$ cat src/rtl/mem_port_arbiter_if.sv
// Bundle of the CPU fetch channel, CPU load/store channel and the shared memory port.
// Suffixes are relative to the arbiter: master = arbiter view, slave = CPU/memory view.
interface mem_port_arbiter_if #(
    parameter int ADDR_W = 32,
    parameter int DATA_W = 32
);
    localparam int STRB_W = DATA_W / 8;

    logic [ADDR_W-1:0] inst_addr_i;
    logic              inst_req_valid_i;
    logic              inst_req_ready_o;
    logic [DATA_W-1:0] inst_rdata_o;
    logic              inst_valid_o;
    logic              inst_ready_i;

    logic [ADDR_W-1:0] data_addr_i;
    logic              data_wen_i;
    logic              data_ren_i;
    logic [DATA_W-1:0] data_wdata_i;
    logic [STRB_W-1:0] data_wstrb_i;
    logic              data_req_ready_o;
    logic [DATA_W-1:0] data_rdata_o;
    logic              data_rvalid_o;
    logic              data_rready_i;

    logic [ADDR_W-1:0] mem_addr_o;
    logic              mem_wen_o;
    logic              mem_ren_o;
    logic [DATA_W-1:0] mem_wdata_o;
    logic [STRB_W-1:0] mem_wstrb_o;
    logic              mem_req_ready_i;
    logic [DATA_W-1:0] mem_rdata_i;
    logic              mem_rvalid_i;
    logic              mem_rready_o;

    modport master (
        input  inst_addr_i, inst_req_valid_i, inst_ready_i,
        output inst_req_ready_o, inst_rdata_o, inst_valid_o,
        input  data_addr_i, data_wen_i, data_ren_i, data_wdata_i, data_wstrb_i, data_rready_i,
        output data_req_ready_o, data_rdata_o, data_rvalid_o,
        output mem_addr_o, mem_wen_o, mem_ren_o, mem_wdata_o, mem_wstrb_o, mem_rready_o,
        input  mem_req_ready_i, mem_rdata_i, mem_rvalid_i
    );

    modport slave (
        output inst_addr_i, inst_req_valid_i, inst_ready_i,
        input  inst_req_ready_o, inst_rdata_o, inst_valid_o,
        output data_addr_i, data_wen_i, data_ren_i, data_wdata_i, data_wstrb_i, data_rready_i,
        input  data_req_ready_o, data_rdata_o, data_rvalid_o,
        input  mem_addr_o, mem_wen_o, mem_ren_o, mem_wdata_o, mem_wstrb_o, mem_rready_o,
        output mem_req_ready_i, mem_rdata_i, mem_rvalid_i
    );
endinterface

$ cat src/rtl/mem_port_arbiter.sv
// Shares one memory port between instruction fetch and load/store, one transaction at a time.
// Round-robin by default; define MEM_ARB_DATA_PRIO_EN to give load/store fixed priority.
module mem_port_arbiter #(
    parameter int ADDR_W = 32,
    parameter int DATA_W = 32
) (
    input logic               clk,
    input logic               rst,
    mem_port_arbiter_if.master bus
);
    localparam int STRB_W = DATA_W / 8;

    typedef enum logic [5:0] {
        IDLE   = 6'b000001,
        I_REQ  = 6'b000010,
        I_RESP = 6'b000100,
        D_WR   = 6'b001000,
        D_RD   = 6'b010000,
        D_RESP = 6'b100000
    } state_t;

    typedef enum logic {
        GRANT_INST = 1'b0,
        GRANT_DATA = 1'b1
    } grant_t;

    state_t            state_q, state_d;
    grant_t            last_grant_q, last_grant_d;
    logic [ADDR_W-1:0] addr_q, addr_d;
    logic [DATA_W-1:0] wdata_q, wdata_d;
    logic [STRB_W-1:0] wstrb_q, wstrb_d;

    logic              data_req;
    logic              grant_inst;
    logic              grant_data;

    logic              inst_req_ready;
    logic [DATA_W-1:0] inst_rdata;
    logic              inst_valid;
    logic              data_req_ready;
    logic [DATA_W-1:0] data_rdata;
    logic              data_rvalid;
    logic              mem_wen;
    logic              mem_ren;
    logic              mem_rready;

    always_ff @(posedge clk) begin
        if (rst) begin
            state_q      <= IDLE;
            last_grant_q <= GRANT_DATA;
            addr_q       <= '0;
            wdata_q      <= '0;
            wstrb_q      <= '0;
        end else begin
            state_q      <= state_d;
            last_grant_q <= last_grant_d;
            addr_q       <= addr_d;
            wdata_q      <= wdata_d;
            wstrb_q      <= wstrb_d;
        end
    end

    // Only meaningful in IDLE; the FSM decides whether these become ready strobes.
    always_comb begin
        data_req = bus.data_wen_i | bus.data_ren_i;
`ifdef MEM_ARB_DATA_PRIO_EN
        grant_data = data_req;
`else
        grant_data = data_req & (~bus.inst_req_valid_i | (last_grant_q == GRANT_INST));
`endif
        grant_inst = bus.inst_req_valid_i & ~grant_data;
    end

    always_comb begin
        state_d        = state_q;
        last_grant_d   = last_grant_q;
        addr_d         = addr_q;
        wdata_d        = wdata_q;
        wstrb_d        = wstrb_q;
        inst_req_ready = 1'b0;
        inst_rdata     = '0;
        inst_valid     = 1'b0;
        data_req_ready = 1'b0;
        data_rdata     = '0;
        data_rvalid    = 1'b0;
        mem_wen        = 1'b0;
        mem_ren        = 1'b0;
        mem_rready     = 1'b0;

        unique case (state_q)
            IDLE: begin
                inst_req_ready = grant_inst;
                data_req_ready = grant_data;
                if (grant_inst) begin
                    addr_d       = bus.inst_addr_i;
                    wdata_d      = '0;
                    wstrb_d      = '0;
                    last_grant_d = GRANT_INST;
                    state_d      = I_REQ;
                end else if (grant_data) begin
                    addr_d       = bus.data_addr_i;
                    wdata_d      = bus.data_wdata_i;
                    wstrb_d      = bus.data_wstrb_i;
                    last_grant_d = GRANT_DATA;
                    // A simultaneous store and load is treated as the store.
                    state_d      = bus.data_wen_i ? D_WR : D_RD;
                end
            end
            I_REQ: begin
                mem_ren = 1'b1;
                if (bus.mem_req_ready_i) state_d = I_RESP;
            end
            D_RD: begin
                mem_ren = 1'b1;
                if (bus.mem_req_ready_i) state_d = D_RESP;
            end
            D_WR: begin
                mem_wen = 1'b1;
                if (bus.mem_req_ready_i) state_d = IDLE;
            end
            I_RESP: begin
                inst_valid = bus.mem_rvalid_i;
                inst_rdata = bus.mem_rdata_i;
                mem_rready = bus.inst_ready_i;
                if (bus.mem_rvalid_i && bus.inst_ready_i) state_d = IDLE;
            end
            D_RESP: begin
                data_rvalid = bus.mem_rvalid_i;
                data_rdata  = bus.mem_rdata_i;
                mem_rready  = bus.data_rready_i;
                if (bus.mem_rvalid_i && bus.data_rready_i) state_d = IDLE;
            end
            default: state_d = IDLE;
        endcase
    end

    assign bus.inst_req_ready_o = inst_req_ready;
    assign bus.inst_rdata_o     = inst_rdata;
    assign bus.inst_valid_o     = inst_valid;
    assign bus.data_req_ready_o = data_req_ready;
    assign bus.data_rdata_o     = data_rdata;
    assign bus.data_rvalid_o    = data_rvalid;
    assign bus.mem_addr_o       = addr_q;
    assign bus.mem_wdata_o      = wdata_q;
    assign bus.mem_wstrb_o      = wstrb_q;
    assign bus.mem_wen_o        = mem_wen;
    assign bus.mem_ren_o        = mem_ren;
    assign bus.mem_rready_o     = mem_rready;
endmodule

$ cat src/flat_wrapper.sv
// flat-port wrapper written by rule: the top's interface ports become plain ports
module mem_port_arbiter_flat 
#(
    parameter int ADDR_W = 32,
    parameter int DATA_W = 32
)
  (clk, rst, bus_inst_addr_i, bus_inst_req_valid_i, bus_inst_ready_i, bus_inst_req_ready_o, bus_inst_rdata_o, bus_inst_valid_o, bus_data_addr_i, bus_data_wen_i, bus_data_ren_i, bus_data_wdata_i, bus_data_wstrb_i, bus_data_rready_i, bus_data_req_ready_o, bus_data_rdata_o, bus_data_rvalid_o, bus_mem_addr_o, bus_mem_wen_o, bus_mem_ren_o, bus_mem_wdata_o, bus_mem_wstrb_o, bus_mem_rready_o, bus_mem_req_ready_i, bus_mem_rdata_i, bus_mem_rvalid_i);
  mem_port_arbiter_if #(.ADDR_W(ADDR_W), .DATA_W(DATA_W)) bus_i ();
  input logic clk;
  input logic rst;
  input wire logic [$bits(bus_i.inst_addr_i)-1:0] bus_inst_addr_i;
  input wire logic [$bits(bus_i.inst_req_valid_i)-1:0] bus_inst_req_valid_i;
  input wire logic [$bits(bus_i.inst_ready_i)-1:0] bus_inst_ready_i;
  output wire logic [$bits(bus_i.inst_req_ready_o)-1:0] bus_inst_req_ready_o;
  output wire logic [$bits(bus_i.inst_rdata_o)-1:0] bus_inst_rdata_o;
  output wire logic [$bits(bus_i.inst_valid_o)-1:0] bus_inst_valid_o;
  input wire logic [$bits(bus_i.data_addr_i)-1:0] bus_data_addr_i;
  input wire logic [$bits(bus_i.data_wen_i)-1:0] bus_data_wen_i;
  input wire logic [$bits(bus_i.data_ren_i)-1:0] bus_data_ren_i;
  input wire logic [$bits(bus_i.data_wdata_i)-1:0] bus_data_wdata_i;
  input wire logic [$bits(bus_i.data_wstrb_i)-1:0] bus_data_wstrb_i;
  input wire logic [$bits(bus_i.data_rready_i)-1:0] bus_data_rready_i;
  output wire logic [$bits(bus_i.data_req_ready_o)-1:0] bus_data_req_ready_o;
  output wire logic [$bits(bus_i.data_rdata_o)-1:0] bus_data_rdata_o;
  output wire logic [$bits(bus_i.data_rvalid_o)-1:0] bus_data_rvalid_o;
  output wire logic [$bits(bus_i.mem_addr_o)-1:0] bus_mem_addr_o;
  output wire logic [$bits(bus_i.mem_wen_o)-1:0] bus_mem_wen_o;
  output wire logic [$bits(bus_i.mem_ren_o)-1:0] bus_mem_ren_o;
  output wire logic [$bits(bus_i.mem_wdata_o)-1:0] bus_mem_wdata_o;
  output wire logic [$bits(bus_i.mem_wstrb_o)-1:0] bus_mem_wstrb_o;
  output wire logic [$bits(bus_i.mem_rready_o)-1:0] bus_mem_rready_o;
  input wire logic [$bits(bus_i.mem_req_ready_i)-1:0] bus_mem_req_ready_i;
  input wire logic [$bits(bus_i.mem_rdata_i)-1:0] bus_mem_rdata_i;
  input wire logic [$bits(bus_i.mem_rvalid_i)-1:0] bus_mem_rvalid_i;
  assign bus_i.inst_addr_i = bus_inst_addr_i;
  assign bus_i.inst_req_valid_i = bus_inst_req_valid_i;
  assign bus_i.inst_ready_i = bus_inst_ready_i;
  assign bus_inst_req_ready_o = bus_i.inst_req_ready_o;
  assign bus_inst_rdata_o = bus_i.inst_rdata_o;
  assign bus_inst_valid_o = bus_i.inst_valid_o;
  assign bus_i.data_addr_i = bus_data_addr_i;
  assign bus_i.data_wen_i = bus_data_wen_i;
  assign bus_i.data_ren_i = bus_data_ren_i;
  assign bus_i.data_wdata_i = bus_data_wdata_i;
  assign bus_i.data_wstrb_i = bus_data_wstrb_i;
  assign bus_i.data_rready_i = bus_data_rready_i;
  assign bus_data_req_ready_o = bus_i.data_req_ready_o;
  assign bus_data_rdata_o = bus_i.data_rdata_o;
  assign bus_data_rvalid_o = bus_i.data_rvalid_o;
  assign bus_mem_addr_o = bus_i.mem_addr_o;
  assign bus_mem_wen_o = bus_i.mem_wen_o;
  assign bus_mem_ren_o = bus_i.mem_ren_o;
  assign bus_mem_wdata_o = bus_i.mem_wdata_o;
  assign bus_mem_wstrb_o = bus_i.mem_wstrb_o;
  assign bus_mem_rready_o = bus_i.mem_rready_o;
  assign bus_i.mem_req_ready_i = bus_mem_req_ready_i;
  assign bus_i.mem_rdata_i = bus_mem_rdata_i;
  assign bus_i.mem_rvalid_i = bus_mem_rvalid_i;
  mem_port_arbiter #(.ADDR_W(ADDR_W), .DATA_W(DATA_W)) u_core (.clk(clk), .rst(rst), .bus(bus_i));
endmodule
$ cat config.mk
export PLATFORM = sky130hd
export DESIGN_NAME = mem_port_arbiter_flat
export DESIGN_NICKNAME = d
export VERILOG_FILES = /design/src/rtl/mem_port_arbiter_if.sv /design/src/rtl/mem_port_arbiter.sv /design/src/flat_wrapper.sv
export SDC_FILE = /design/constraint.sdc
export NUM_CORES = 1
export LEC_CHECK = 0
export CAP_MARGIN = 20
export CORE_AREA = 2 2 108 110
export CTS_CLUSTER_SIZE = 30
export DETAILED_ROUTE_END_ITERATION = 12
export DIE_AREA = 0 0 110 112
export GPL_ROUTABILITY_DRIVEN = 0
export PLACE_DENSITY_LB_ADDON = 0.05
export SYNTH_ARGS = -nofsm -noshare
export SYNTH_HDL_FRONTEND = slang
export SYNTH_SLANG_ARGS = --single-unit
$ cat constraint.sdc
create_clock -name clk -period 2.3 [get_ports clk]
set_input_delay 0.46 -clock clk [delete_from_list [all_inputs] [get_ports clk]]
set_output_delay 0.46 -clock clk [all_outputs]
set_load 0.02 [all_outputs]
==> summary.log <==
[placed_design] post-placement worst setup slack -247 ps
[setup_path] cells along the critical path or4_4 -> buf_4 -> nor2b_4 -> buf_6 -> buf_8 -> and2_1 -> buf_6
[final_layout] layout cells sized above 1 34.4%
[timing] final count of negative-setup-slack endpoints 67
[logic_synthesis] count of yosys warnings during synthesis 0
[die] die extent in x 110 um
[global_route] largest net degree at the start of global routing 43
[global_route] antenna violations before repair 0
[final_layout] utilization after layout 66.5%
[min_path] hold path start u_core.bus.mem_wstrb_o[3]
[die] num ports 280
[global_route] first-pass GRT wire length 19500 um
[pwr] leakage power total 3.06 nW
[timing] fmax 411 MHz
[logic_synthesis] Cell Area, Synth 0.00372 mm2
[setup_path] CP Data Required Time 1840 ps
[setup_path] arrival time reported for the critical path endpoint 1970 ps
[pwr] Clock Power Share 22.2%
[pwr] fraction of power consumed by combinational cells 48.7%
[drt] aggregate routed wire length 13000 um
[min_path] hold path endpoint u_core.bus.mem_wstrb_o[3]
[timing] setup repair after global routing missed its margin yes
[timing] Setup TNS -6830 ps
[logic_synthesis] Yosys top cell area share 40.3%
[timing] post-route worst setup slack -133 ps
[clock_network] library cell used as clock root buffer sky130_fd_sc_hd__clkbuf_16
[logic_synthesis] post-synth top area cell sky130_fd_sc_hd__dfxtp_1
[setup_path] reg-to-reg critical path startpoint u_core.state_q[2]
[logic_synthesis] post-synth net total 532
[clock_network] clock insertion delay at the later pin of the skew report 330 ps
[setup_path] depth of the worst register-to-register path 6
[clock_network] number of levels in the clock H-tree 3
[timing] Clock Skew 10.6 ps
[setup_path] CP max FO 11
[final_layout] Antenna diodes 0
[pwr] power density over the cells 855 mW/mm2
[logic_synthesis] number of enable-type register cells in the synthesized netlist 0
[min_path] worst hold path class reg -> reg
[setup_path] dominant cell type by count on the critical path sky130_fd_sc_hd__buf_6
[final_layout] number of inserted filler cells in the final layout 949
[timing] share of the clock period used by the worst path after layout 106%
[timing] number of failing hold endpoints at the final stage 0
[die] floorplan die area 0.0123 mm2
[job] MaxCap Viol Count 0
[drt] via count 3939
[drt] average wire length per cell after detail routing 15.6 um
[setup_path] class of the most critical setup path reg -> out
[logic_synthesis] flop and latch count out of synthesis 75
[setup_path] worst reg-to-reg setup slack 360 ps
[timing] slew at the pin closest to its max-slew limit 592 ps
[die] number of rows created at floorplan 39
[placed_design] number of buffers added on ports 279
[clock_network] clock-pin slew on the worst setup and hold paths 60 ps
[drt] drt via density 4.74
[pwr] fraction of power consumed by sequential logic 29.1%
[setup_path] largest stage delay on the critical path 560 ps
[logic_synthesis] Cell variety after synth 40
[final_layout] area added between synthesis and finish 99.4%
[setup_path] reg2reg end u_core.bus.mem_wdata_o[4]
[status] result of the run finished, violations left
[setup_path] crit path capture type output port
[setup_path] Critical-path top delay cell sky130_fd_sc_hd__or4_4
[setup_path] Critical path buffers and inverters 4
[global_route] global-route total usage across every layer 20.2%
[logic_synthesis] cells taking the most area after synthesis sky130_fd_sc_hd__dfxtp_1 (40%), sky130_fd_sc_hd__and2_1 (11%), sky130_fd_sc_hd__a22oi_2 (9.4%), sky130_fd_sc_hd__mux2i_1 (8.6%), sky130_fd_sc_hd__a211oi_1 (6.4%)
[setup_path] cell family with most CP delay simple AND/OR/NAND/NOR gates
[pwr] worst-case vdd ir drop 0.490 mV
[die] core region area 0.0112 mm2
[global_route] Remaining Overflow, GRT 0
[timing] Worst slew margin 60.5%
[die] initial standard-cell utilization of the core 33.3%
[die] Die Height 112 um
[clock_network] clock tree from TritonCTS yes
[clock_network] TritonCTS sink count 75
[drt] Antenna Nets Post-Route 0
[placed_design] placed wire-length estimate 9810 um
[setup_path] nature of the critical path startpoint flip-flop
[logic_synthesis] main flop type after synthesis sky130_fd_sc_hd__dfxtp_1
[min_path] instance count along the most critical hold path 2
[status] violations in the final reports negative setup slack
[logic_synthesis] fraction of the yosys area taken by sequential cells 40.3%
[clock_network] number of buffers on the longest clock path 2
[clock_network] total clock buffers created by CTS 9
[placed_design] Placement Cell Area 0.00677 mm2
[pwr] net switching power figure 2.32 mW
[final_layout] nets 824
[timing] final slew viol count 0
[logic_synthesis] instance count of the mapped netlist 391
[pwr] switching power share of the total 36.5%
[timing] Hold Slack 449 ps
[drt] DRC violations left 0
[global_route] via count of the first global-routing pass 3718
[drt] count of TritonRoute iterations in the first routing pass 4
[timing] Final Critical Period 2430 ps
[logic_synthesis] average instance area after synthesis 9.53 um2
[final_layout] total non-filler cell area in the finished layout 0.00743 mm2
[logic_synthesis] share of flip-flops with an asynchronous set or reset after synthesis 0%
[pwr] cell-internal power 4.03 mW
[drt] Initial DRC Count 113
## state kept, by name (all words and copies together), names as in the netlist
register	flops
u_core.bus.mem_addr_o	32
u_core.bus.mem_wdata_o	32
u_core.bus.mem_wstrb_o	4
u_core.last_grant_q	1
u_core.state_q	6
## worst min-delay path, delay by kind of cell (launching register included)
| family | cells | cell delay (ps) |
|---|---|---|
| AND/OR/NAND/NOR | 1 | 50 |
| flip-flops | 1 | 310 |
| AO/OA/AOI/OAI | 1 | 50 |
## Yosys cell counts, types with 2 or more instances
cell / n
sky130_fd_sc_hd__a211oi_1: 32
sky130_fd_sc_hd__a21oi_1: 8
sky130_fd_sc_hd__a22oi_1: 6
sky130_fd_sc_hd__a22oi_2: 28
sky130_fd_sc_hd__and2_1: 66
sky130_fd_sc_hd__buf_2: 9
sky130_fd_sc_hd__buf_4: 5
sky130_fd_sc_hd__buf_6: 3
sky130_fd_sc_hd__clkbuf_1: 14
sky130_fd_sc_hd__dfxtp_1: 75
sky130_fd_sc_hd__inv_1: 3
sky130_fd_sc_hd__mux2i_1: 32
sky130_fd_sc_hd__nand2_1: 8
sky130_fd_sc_hd__nand3_1: 5
sky130_fd_sc_hd__nand3b_1: 2
sky130_fd_sc_hd__nor2_1: 42
sky130_fd_sc_hd__nor2_2: 28
sky130_fd_sc_hd__nor2b_2: 2
sky130_fd_sc_hd__o22ai_1: 2
## metal layers
metal  wire length (um)  vias to the layer above  track usage [%]
met4                283                        0             6.67
met3               1330                       18             7.55
met5                  0                        -                0
li1                   -                     1956                -
met2               6520                      171             35.9
met1               4850                     1794             21.6
## power by group through the flow
stage          registers, mW  clock network, mW  logic [mW]
6_report                1.84               1.41        3.09
5_1_grt                 1.89               1.51        3.31
4_1_cts                 1.85               1.45        3.11
3_5_place_dp            1.87                  0        3.08
3_3_place_gp            1.85                  0        3.07
2_1_floorplan           2.27                  0        1.36
## cell usage in the layout (no fill, tap or decap), types with 8 or more instances in the layout
cell	count
sky130_fd_sc_hd__buf_6	76
sky130_fd_sc_hd__buf_4	18
sky130_fd_sc_hd__dfxtp_1	74
sky130_fd_sc_hd__clkdlybuf4s50_1	207
sky130_fd_sc_hd__a22oi_2	28
sky130_fd_sc_hd__nand2_1	8
sky130_fd_sc_hd__a211oi_1	32
sky130_fd_sc_hd__mux2i_1	32
sky130_fd_sc_hd__a21oi_1	8
sky130_fd_sc_hd__nor2_1	41
sky130_fd_sc_hd__clkbuf_16	9
sky130_fd_sc_hd__and2_4	49
sky130_fd_sc_hd__and2_1	17
sky130_fd_sc_hd__nor2_2	29
## layout make-up
cell class | instances | area [um2] | share of cell area (%)
Clock inverter | 5 | 60.1 | 0.808
Inverter | 3 | 11.3 | 0.152
Multi-Input combinational cell | 281 | 2190 | 29.5
Clock buffer | 11 | 243 | 3.27
Timing Repair Buffer | 313 | 3240 | 43.6
Sequential cell | 75 | 1500 | 20.2
Tap cell | 143 | 179 | 2.41
## worst max path at each step
stage | start | end | slack, ps | depth (start not counted)
after floorplan | u_core.state_q[4] | bus_data_rdata_o[22] | 190 | 4
after global placement | u_core.state_q[3] | bus_data_rdata_o[14] | -170 | 5
after detailed placement | u_core.state_q[3] | bus_data_rdata_o[27] | -250 | 5
after CTS | u_core.state_q[0] | bus_mem_rready_o | -180 | 6
after global routing | u_core.state_q[0] | bus_mem_rready_o | -210 | 6
final | u_core.state_q[0] | bus_inst_rdata_o[23] | -130 | 7
## kinds of logic (layout without fill, tap and decap cells)
group / count (synthesis) / count (layout) / synth area share [%]
buffers and inverters: 35 / 332 / 4.94
and+or+nand+nor: 164 / 164 / 25.5
AOI/OAI and AO/OA: 84 / 84 / 20.4
DFF: 75 / 75 / 40.3
muxes: 32 / 32 / 8.60
xor gates and xnor gates: 1 / 1 / 0.235
## repair_timing
| item | CTS | global route |
|---|---|---|
| pin swaps | 2 | 26 |
| endpoints found under the setup margin | 71 | 69 |
| hold buffers | 0 | 0 |
| gates cloned | 3 | 0 |
| gates resized for setup | 451 | 21 |
| buffers inserted | 7 | 4 |
## per-stage QoR
stage | power, mW | instances
2_1_floorplan | 3.63 | 391
3_3_place_gp | 4.92 | 802
3_5_place_dp | 4.95 | 802
4_1_cts | 6.40 | 828
5_1_grt | 6.71 | 831
6_report | 6.35 | 831
Note: power is estimated with default switching activity, not from simulation.
